==> src/rtl/flag_context_ctrl.sv <==
// flag_context_ctrl: saves the flag word on exception entry and restores it on return.
// Latency: entry ack/load 2 edges after the request is sampled, return and fault loads 1 edge after.
// Backpressure: 4-phase req/ack; new requests are accepted only in IDLE, and in WAIT_REL until both requests drop.
//
// Ports:
//   clock        rising-edge clock
//   reset        asynchronous active-low reset
//   flags_in     current flag register contents {NEG, ZER, CAR, OVERF, MODE}
//   enter_req    exception entry request (level, held until enter_ack)
//   return_req   exception return request (level, held until return_ack)
//   clear_fault  pulse that leaves FAULT and discards every saved context
//   enter_ack    pulse: entry complete
//   return_ack   pulse: return complete
//   flags_load   pulse: flag register captures flags_out on the next edge
//   flags_out    value for the flag register
//   depth        number of saved contexts
//   full/empty   depth==DEPTH / depth==0 (combinational)
//   fault        high while the sequencer sits in FAULT
module flag_context_ctrl #(
  parameter int DEPTH = 4,
  parameter int FW    = 5,
  parameter int DW    = $clog2(DEPTH+1)
) (
  input  logic          clock,
  input  logic          reset,
  input  logic [FW-1:0] flags_in,
  input  logic          enter_req,
  input  logic          return_req,
  input  logic          clear_fault,
  output logic          enter_ack,
  output logic          return_ack,
  output logic          flags_load,
  output logic [FW-1:0] flags_out,
  output logic [DW-1:0] depth,
  output logic          full,
  output logic          empty,
  output logic          fault
);

  localparam int AW = $clog2(DEPTH);

  typedef enum logic [2:0] {
    IDLE     = 3'd0,
    SAVE     = 3'd1,
    SWITCH   = 3'd2,
    RESTORE  = 3'd3,
    WAIT_REL = 3'd4,
    FAULT    = 3'd5
  } state_t;

  state_t        state_q, state_d;
  logic [DW-1:0] depth_q, depth_d;
  logic [FW-1:0] flags_out_q, flags_out_d;
  logic          flags_load_q, flags_load_d;
  logic          enter_ack_q, enter_ack_d;
  logic          return_ack_q, return_ack_d;
  logic          fault_q, fault_d;
  // Marks the first cycle in FAULT so the halt pattern is loaded exactly once.
  logic          fault_new_q, fault_new_d;

  logic [FW-1:0] lifo_q [DEPTH];
  logic          push_en;
  logic [DW-1:0] depth_m1;
  logic [AW-1:0] wr_idx;
  logic [AW-1:0] rd_idx;

  assign depth_m1 = depth_q - DW'(1);
  // SAVE is only reachable with depth<DEPTH and RESTORE with depth>0,
  // so both indices always land inside the array.
  assign wr_idx   = depth_q[AW-1:0];
  assign rd_idx   = depth_m1[AW-1:0];

  assign full  = (depth_q == DW'(DEPTH));
  assign empty = (depth_q == '0);

  always_comb begin
    state_d      = state_q;
    depth_d      = depth_q;
    flags_out_d  = flags_out_q;
    flags_load_d = 1'b0;
    enter_ack_d  = 1'b0;
    return_ack_d = 1'b0;
    fault_new_d  = 1'b0;
    push_en      = 1'b0;

    case (state_q)
      IDLE: begin
        // Entry wins over return; overflow/underflow leave depth untouched.
        if (enter_req) begin
          if (full) begin
            state_d     = FAULT;
            fault_new_d = 1'b1;
          end else begin
            state_d = SAVE;
          end
        end else if (return_req) begin
          if (empty) begin
            state_d     = FAULT;
            fault_new_d = 1'b1;
          end else begin
            state_d = RESTORE;
          end
        end
      end

      SAVE: begin
        push_en = 1'b1;
        depth_d = depth_q + DW'(1);
        state_d = SWITCH;
      end

      SWITCH: begin
        // Only MODE is forced to supervisor; N/Z/C/V pass through.
        flags_out_d  = {flags_in[FW-1:1], 1'b1};
        flags_load_d = 1'b1;
        enter_ack_d  = 1'b1;
        state_d      = WAIT_REL;
      end

      RESTORE: begin
        flags_out_d  = lifo_q[rd_idx];
        depth_d      = depth_m1;
        flags_load_d = 1'b1;
        return_ack_d = 1'b1;
        state_d      = WAIT_REL;
      end

      WAIT_REL: begin
        if (!enter_req && !return_req) begin
          state_d = IDLE;
        end
      end

      FAULT: begin
        if (fault_new_q) begin
          flags_out_d  = {FW{1'b1}};
          flags_load_d = 1'b1;
        end
        if (clear_fault) begin
          depth_d = '0;
          state_d = IDLE;
        end
      end

      default: begin
        state_d = IDLE;
      end
    endcase

    fault_d = (state_d == FAULT);
  end

  always_ff @(posedge clock or negedge reset) begin
    if (!reset) begin
      state_q      <= IDLE;
      depth_q      <= '0;
      flags_out_q  <= '0;
      flags_load_q <= 1'b0;
      enter_ack_q  <= 1'b0;
      return_ack_q <= 1'b0;
      fault_q      <= 1'b0;
      fault_new_q  <= 1'b0;
    end else begin
      state_q      <= state_d;
      depth_q      <= depth_d;
      flags_out_q  <= flags_out_d;
      flags_load_q <= flags_load_d;
      enter_ack_q  <= enter_ack_d;
      return_ack_q <= return_ack_d;
      fault_q      <= fault_d;
      fault_new_q  <= fault_new_d;
    end
  end

  always_ff @(posedge clock or negedge reset) begin
    if (!reset) begin
      for (int i = 0; i < DEPTH; i++) begin
        lifo_q[i] <= '0;
      end
    end else if (push_en) begin
      lifo_q[wr_idx] <= flags_in;
    end
  end

  assign enter_ack  = enter_ack_q;
  assign return_ack = return_ack_q;
  assign flags_load = flags_load_q;
  assign flags_out  = flags_out_q;
  assign depth      = depth_q;
  assign fault      = fault_q;

endmodule

==> config.mk <==
export PLATFORM = sky130hd
export DESIGN_NAME = flag_context_ctrl
export DESIGN_NICKNAME = d
export VERILOG_FILES = /design/src/rtl/flag_context_ctrl.sv
export SDC_FILE = /design/constraint.sdc
export NUM_CORES = 1
export LEC_CHECK = 0
export CAP_MARGIN = 20
export CORE_MARGIN = 2
export CORE_UTILIZATION = 58
export DETAILED_ROUTE_END_ITERATION = 6
export PLACE_DENSITY = 0.87
export SLEW_MARGIN = 20
export SYNTH_ARGS = -nofsm -noshare
export SYNTH_HDL_FRONTEND = slang
export SYNTH_SLANG_ARGS = --single-unit
==> constraint.sdc <==
create_clock -name clock -period 4 [get_ports clock]
set_clock_uncertainty 0.05 [all_clocks]
set_input_delay 0.8 -clock clock [delete_from_list [all_inputs] [get_ports clock]]
set_output_delay 0.8 -clock clock [all_outputs]
set_load 0.01 [all_outputs]
======== Word-level counts from Yosys, hierarchy flattened ========
Cells that the tools add are included.
storage, ports and cells
  input bits .............................. 10
  bits in read-only memories .............. 0
  RAM bits ................................ 0
  memories kept ........................... 0
  output and inout bits ................... 14
  logic and storage cells ................. 66
  bits in latches ......................... 0
  bits in registers ....................... 36
operators by class
  bitwise operators ....................... 2
  add/subtract/negate cells ............... 2
  mux-type cells .......................... 27
  reductions and logical operators ........ 11
  shifts and indexed selects .............. 0
  $mul .................................... 0
  divide/modulo/power cells ............... 0
  eq/ne operators ......................... 9
  magnitude comparators ................... 3
operators by type and width
  cell                                                                  number
  3-bit two-way mux                                                     7
  20-bit bitwise mux                                                    1
  5-bit two-way mux                                                     4
  3-bit one-hot mux with 5 select lines                                 1
  5-bit one-hot mux with 3 select lines                                 1
  3-bit == test, second input constant                                  4
  5-bit binary-select mux with 2-bit select                             1
  5-bit demux with 2-bit select                                         1
  1-bit two-way mux                                                     9
  3-bit one-hot mux with 3 select lines                                 1
  3-bit by 2-bit == test with 1-bit output, second input constant       2
  3-bit >= comparator, second input constant                            2
  3-bit zero test                                                       2
  2-bit NOT with 3-bit output                                           2
  3-bit nonzero test                                                    2
  2-bit != test, second input constant                                  2
  2-bit AND reduction                                                   2
  3-bit by 1-bit adder with 3-bit output, second input constant         1
  3-bit by 1-bit == test with 1-bit output, second input constant       1
  3-bit by 1-bit < comparator with 1-bit output, second input constant  1
  3-bit by 1-bit subtractor with 3-bit output, second input constant    1
  1-bit logical AND                                                     2
  1-bit zero test                                                       2
  1-bit one-hot mux with 2 select lines                                 1
  2-bit OR reduction                                                    1

======== Longest topological paths before layout ========
  depth in word-level cells ............... 6
  depth in mapped cells ................... 7
  mapped depth without buffers ............ 6

======== Worst setup path after synthesis ========
No wires, ideal clock.
  path kind ............................... register to output
  start ................................... register depth_q[0] (netlist: depth[0])
  end ..................................... output full
  required time ........................... 3.150 ns
  arrival ................................. 1.141 ns
  slack ................................... 2.009 ns
  stages on the path, launching flop included .. 5
  cell sequence ........................... dfrtp_1 -> buf_2 -> inv_1 -> ha_1 -> and2_1
between the ends
  word-level cells in the longest chain between the ends .. 1
ends and longest elaborated chain
  what                    line  source
  start, declared         52    logic [DW-1:0] depth_q, depth_d;
  start signal, assigned  165   depth_q <= depth_d;
  3-bit == test           73    assign full = (depth_q == DW'(DEPTH));
  end, declared           35    output logic full,
No other way between the ends.

======== Worst setup path after layout ========
  start ................................... register depth_q[0] (netlist: depth[0])
  end ..................................... output empty
between the ends
  word-level cells in the longest chain between the ends .. 1
ends and longest elaborated chain
  what             line  source
  3-bit zero test  74    assign empty = (depth_q == '0);
  end, declared    36    output logic empty,
No other way between the ends.

==> flow_summary.yaml <==
cts:
  cts.path.max_buffers: 2
  holdBufCountCts: 0
  cts_resized: 0
  root_buffer: "clkbuf_4"
  numCtsBuffers: 5
  clkSlewWorstSetupHoldPaths_ps: 110
  clock-sinks: 36
  cts_max_level: 2
  postCtsSetupRepairBufs: 0
  clk_latency_ps: 330
  cts_tree: "done"
setup_path:
  crit_path_max_fanout: 11
  startpoint_type: "register"
  r2r-end: "flags_out[0]"
  cp_slowest_cell: "dfrtp_1"
  worst-setup-path-type: "register to output pin"
  reg2reg_from: "depth[0]"
  r2r_setup_slack_ps: 1950
  path_cells: "inv_1, ha_1, nor2b_1, clkdlybuf4s50_1"
  rr_worst_depth: 4
  worst-path-buf-inv: 2
  cp-end-kind: "output pin"
  cp_data_required_time_ps: 3150
  cp.arrival_ps: 2090
  critPathMaxStageDelay_ps: 690
  critPathTopFamily: "flip-flops"
synth:
  yosysWarnings: 0
  syn_nets: 149
  synth_area_leaders: "dfrtp_1 (50%), mux2_4 (17%), mux4_2 (6.2%)"
  yosys.area.top_type: "dfrtp_1"
  syn_area_um2: 1805
  synth_top_area_share_pct: 49.90
  synth_seq_area_share_pct: 49.90
  synthDistinctLibCells: 31
  synth-seq-cells: 36
  syn_area_per_cell_um2: 13.47
  postSynthCellCount: 134
final_layout:
  final_cell_mix: "dfrtp_1 (36), clkdlybuf4s50_1 (23), mux2_4 (20)"
  multi_input_area_um2: 810.8
  layoutNonFillerInstCount: 190
  final_common_cell: "dfrtp_1"
  fin_nets: 171
  seq_area_um2: 900.9
  diodes: 0
  nFillCells: 216
  final_layout_size_suffix_gt1_share_pct: 24.84
  utilization_pct: 70.08
  area_growth_pct: 16.56
timing:
  hold_viol: 0
  fmax_mhz: 340.7
  worst_slack_ps: 1065
  finalCritPeriodShare_pct: 73.38
  holdWs_ps: 468.4
  finalSetupTns_ps: 0
  maxSlewViolCount: 0
  relSlewSlack_pct: 60.17
  min_period_ps: 2935
  setup_viol: 0
  tightest_slew_ps: 597.5
  rsz0062_at_grt: "false"
die:
  start_util_pct: 60.13
  io_pins: 24
  core_area_um2: 3003
  num_rows: 20
  die_y_um: 59.80
  die_area_um2: 3575
  die-width_um: 59.80
power_and_ir_drop:
  p_leak_uw: 0.0009307
  ir_worst_vdd_mv: 0.4294
  p_sw_uw: 568.6
  p_seq_share_pct: 39.8
  comb_power_share_pct: 43.6
  swShare_pct: 32.95
  power.density_nw_per_um2: 819.9
  power.internal_uw: 1157
  clockPowerShare_pct: 16.5
detailed_routing:
  drtPass1Iterations: 4
  vias_per_cell: 5.905
  drc: 0
  ant_nets: 0
  wl_per_cell_um: 17.74
  finalWirelength_mm: 3.370
  dr.first_iter.drc_count: 54
  vias: 1122
global_route:
  grt_pass1_wl_mm: 5.540
  antenna_found_initial: 0
  grt-ovfl-total: 0
  grt_max_degree: 37
  grt_pass1_vias: 1158
  track_usage_pct: 21.80
run:
  cap_violations: 0
worst_hold_path:
  worstHoldStart: "lifo_q[11]"
  min_path_type: "register to register"
  min_path_cells: 1
  min_to: "lifo_q[11]"
placement:
  dp_hpwl_mm: 2.261
  io_buffers: 23
  place_ws_ps: 1442
  place.gp.congestion: 0.8519
  placed_cells: 182
status:
  status: "finished, final reports clean"
-- kinds of logic after synthesis --
| group | synth area share, % |
|---|---|
| mux | 23.42 |
| fa+ha+maj | 3.465 |
| flops | 49.90 |
| xor+xnor | 0.9704 |
| simple gates | 10.26 |
| buf+inv | 5.197 |
| compound gates | 6.792 |
-- registers in the layout, indices dropped and copies added (netlist names) --
signal	count
flags_out	5
fault_new_q	1
return_ack	1
lifo_q	20
enter_ack	1
flags_load	1
depth	3
state_q	3
fault	1
-- routing by layer --
metal  vias up  track usage, %  wire (um)
met5         -               0          0
met3         8           5.844        128
met2        29           33.39       1594
li1        513               -          -
met4         0           10.79         63
met1       572           28.61       1583
-- worst reg2reg max path: cells and delay by family (launching register included) --
family	cells	cell delay [ps]
AO/OA/AOI/OAI	1	180
adder cells (fa/ha/maj)	1	510
buffers and inverters	1	180
flip-flops	1	690
multiplexers	1	360
-- layout make-up --
| cell class | instances | share of cell area, % |
|---|---|---|
| multi-input cells | 84 | 38.53 |
| clock inverters | 1 | 1.427 |
| clock buffers | 7 | 3.092 |
| flip-flops and latches | 36 | 42.81 |
| repair buffers | 24 | 11.30 |
| inverters | 5 | 0.8918 |
| well taps | 33 | 1.962 |
-- power by group through the flow --
stage	Sequential, uW	Combinational [uW]	Clock (uW)
after floorplan	636	588	0
after global placement	676	732	0
after detailed placement	691	749	0
after CTS	685	757	292
after global routing	710	816	310
final	687	753	285
-- worst max path at each step --
| stage | startpoint | end | cells past startpoint |
|---|---|---|---|
| 6_report | depth[0] | empty | 4 |
| 5_1_grt | depth[0] | empty | 4 |
| 4_1_cts | depth[0] | empty | 4 |
| 3_5_place_dp | depth[0] | empty | 4 |
| 3_3_place_gp | depth[0] | full | 4 |
| 2_1_floorplan | depth[0] | full | 4 |
-- cell usage after synthesis, drive strengths merged --
cell type,count
dfrtp,36
mux2,20
nor2,13
buf,8
nand2,6
ha,5
inv,5
mux4,5
o21ai,5
and3,4
o32ai,4
nor2b,3
nor3b,3
nand2b,2
xnor2,2
a211oi,1
a21oi,1
a31oi,1
and2,1
and4,1
clkbuf,1
mux2i,1
nor3,1
nor4,1
o21a,1
o21ba,1
o22a,1
o2bb2ai,1
-- per-stage QoR --
stage / instance area [um2] / total power (uW)
floorplan: 1805 / 1224
global placement: 2009 / 1407
detailed placement: 2009 / 1440
CTS: 2105 / 1734
global route: 2105 / 1836
finish: 2105 / 1725
No activity file was read; power rests on OpenSTA's default activity.
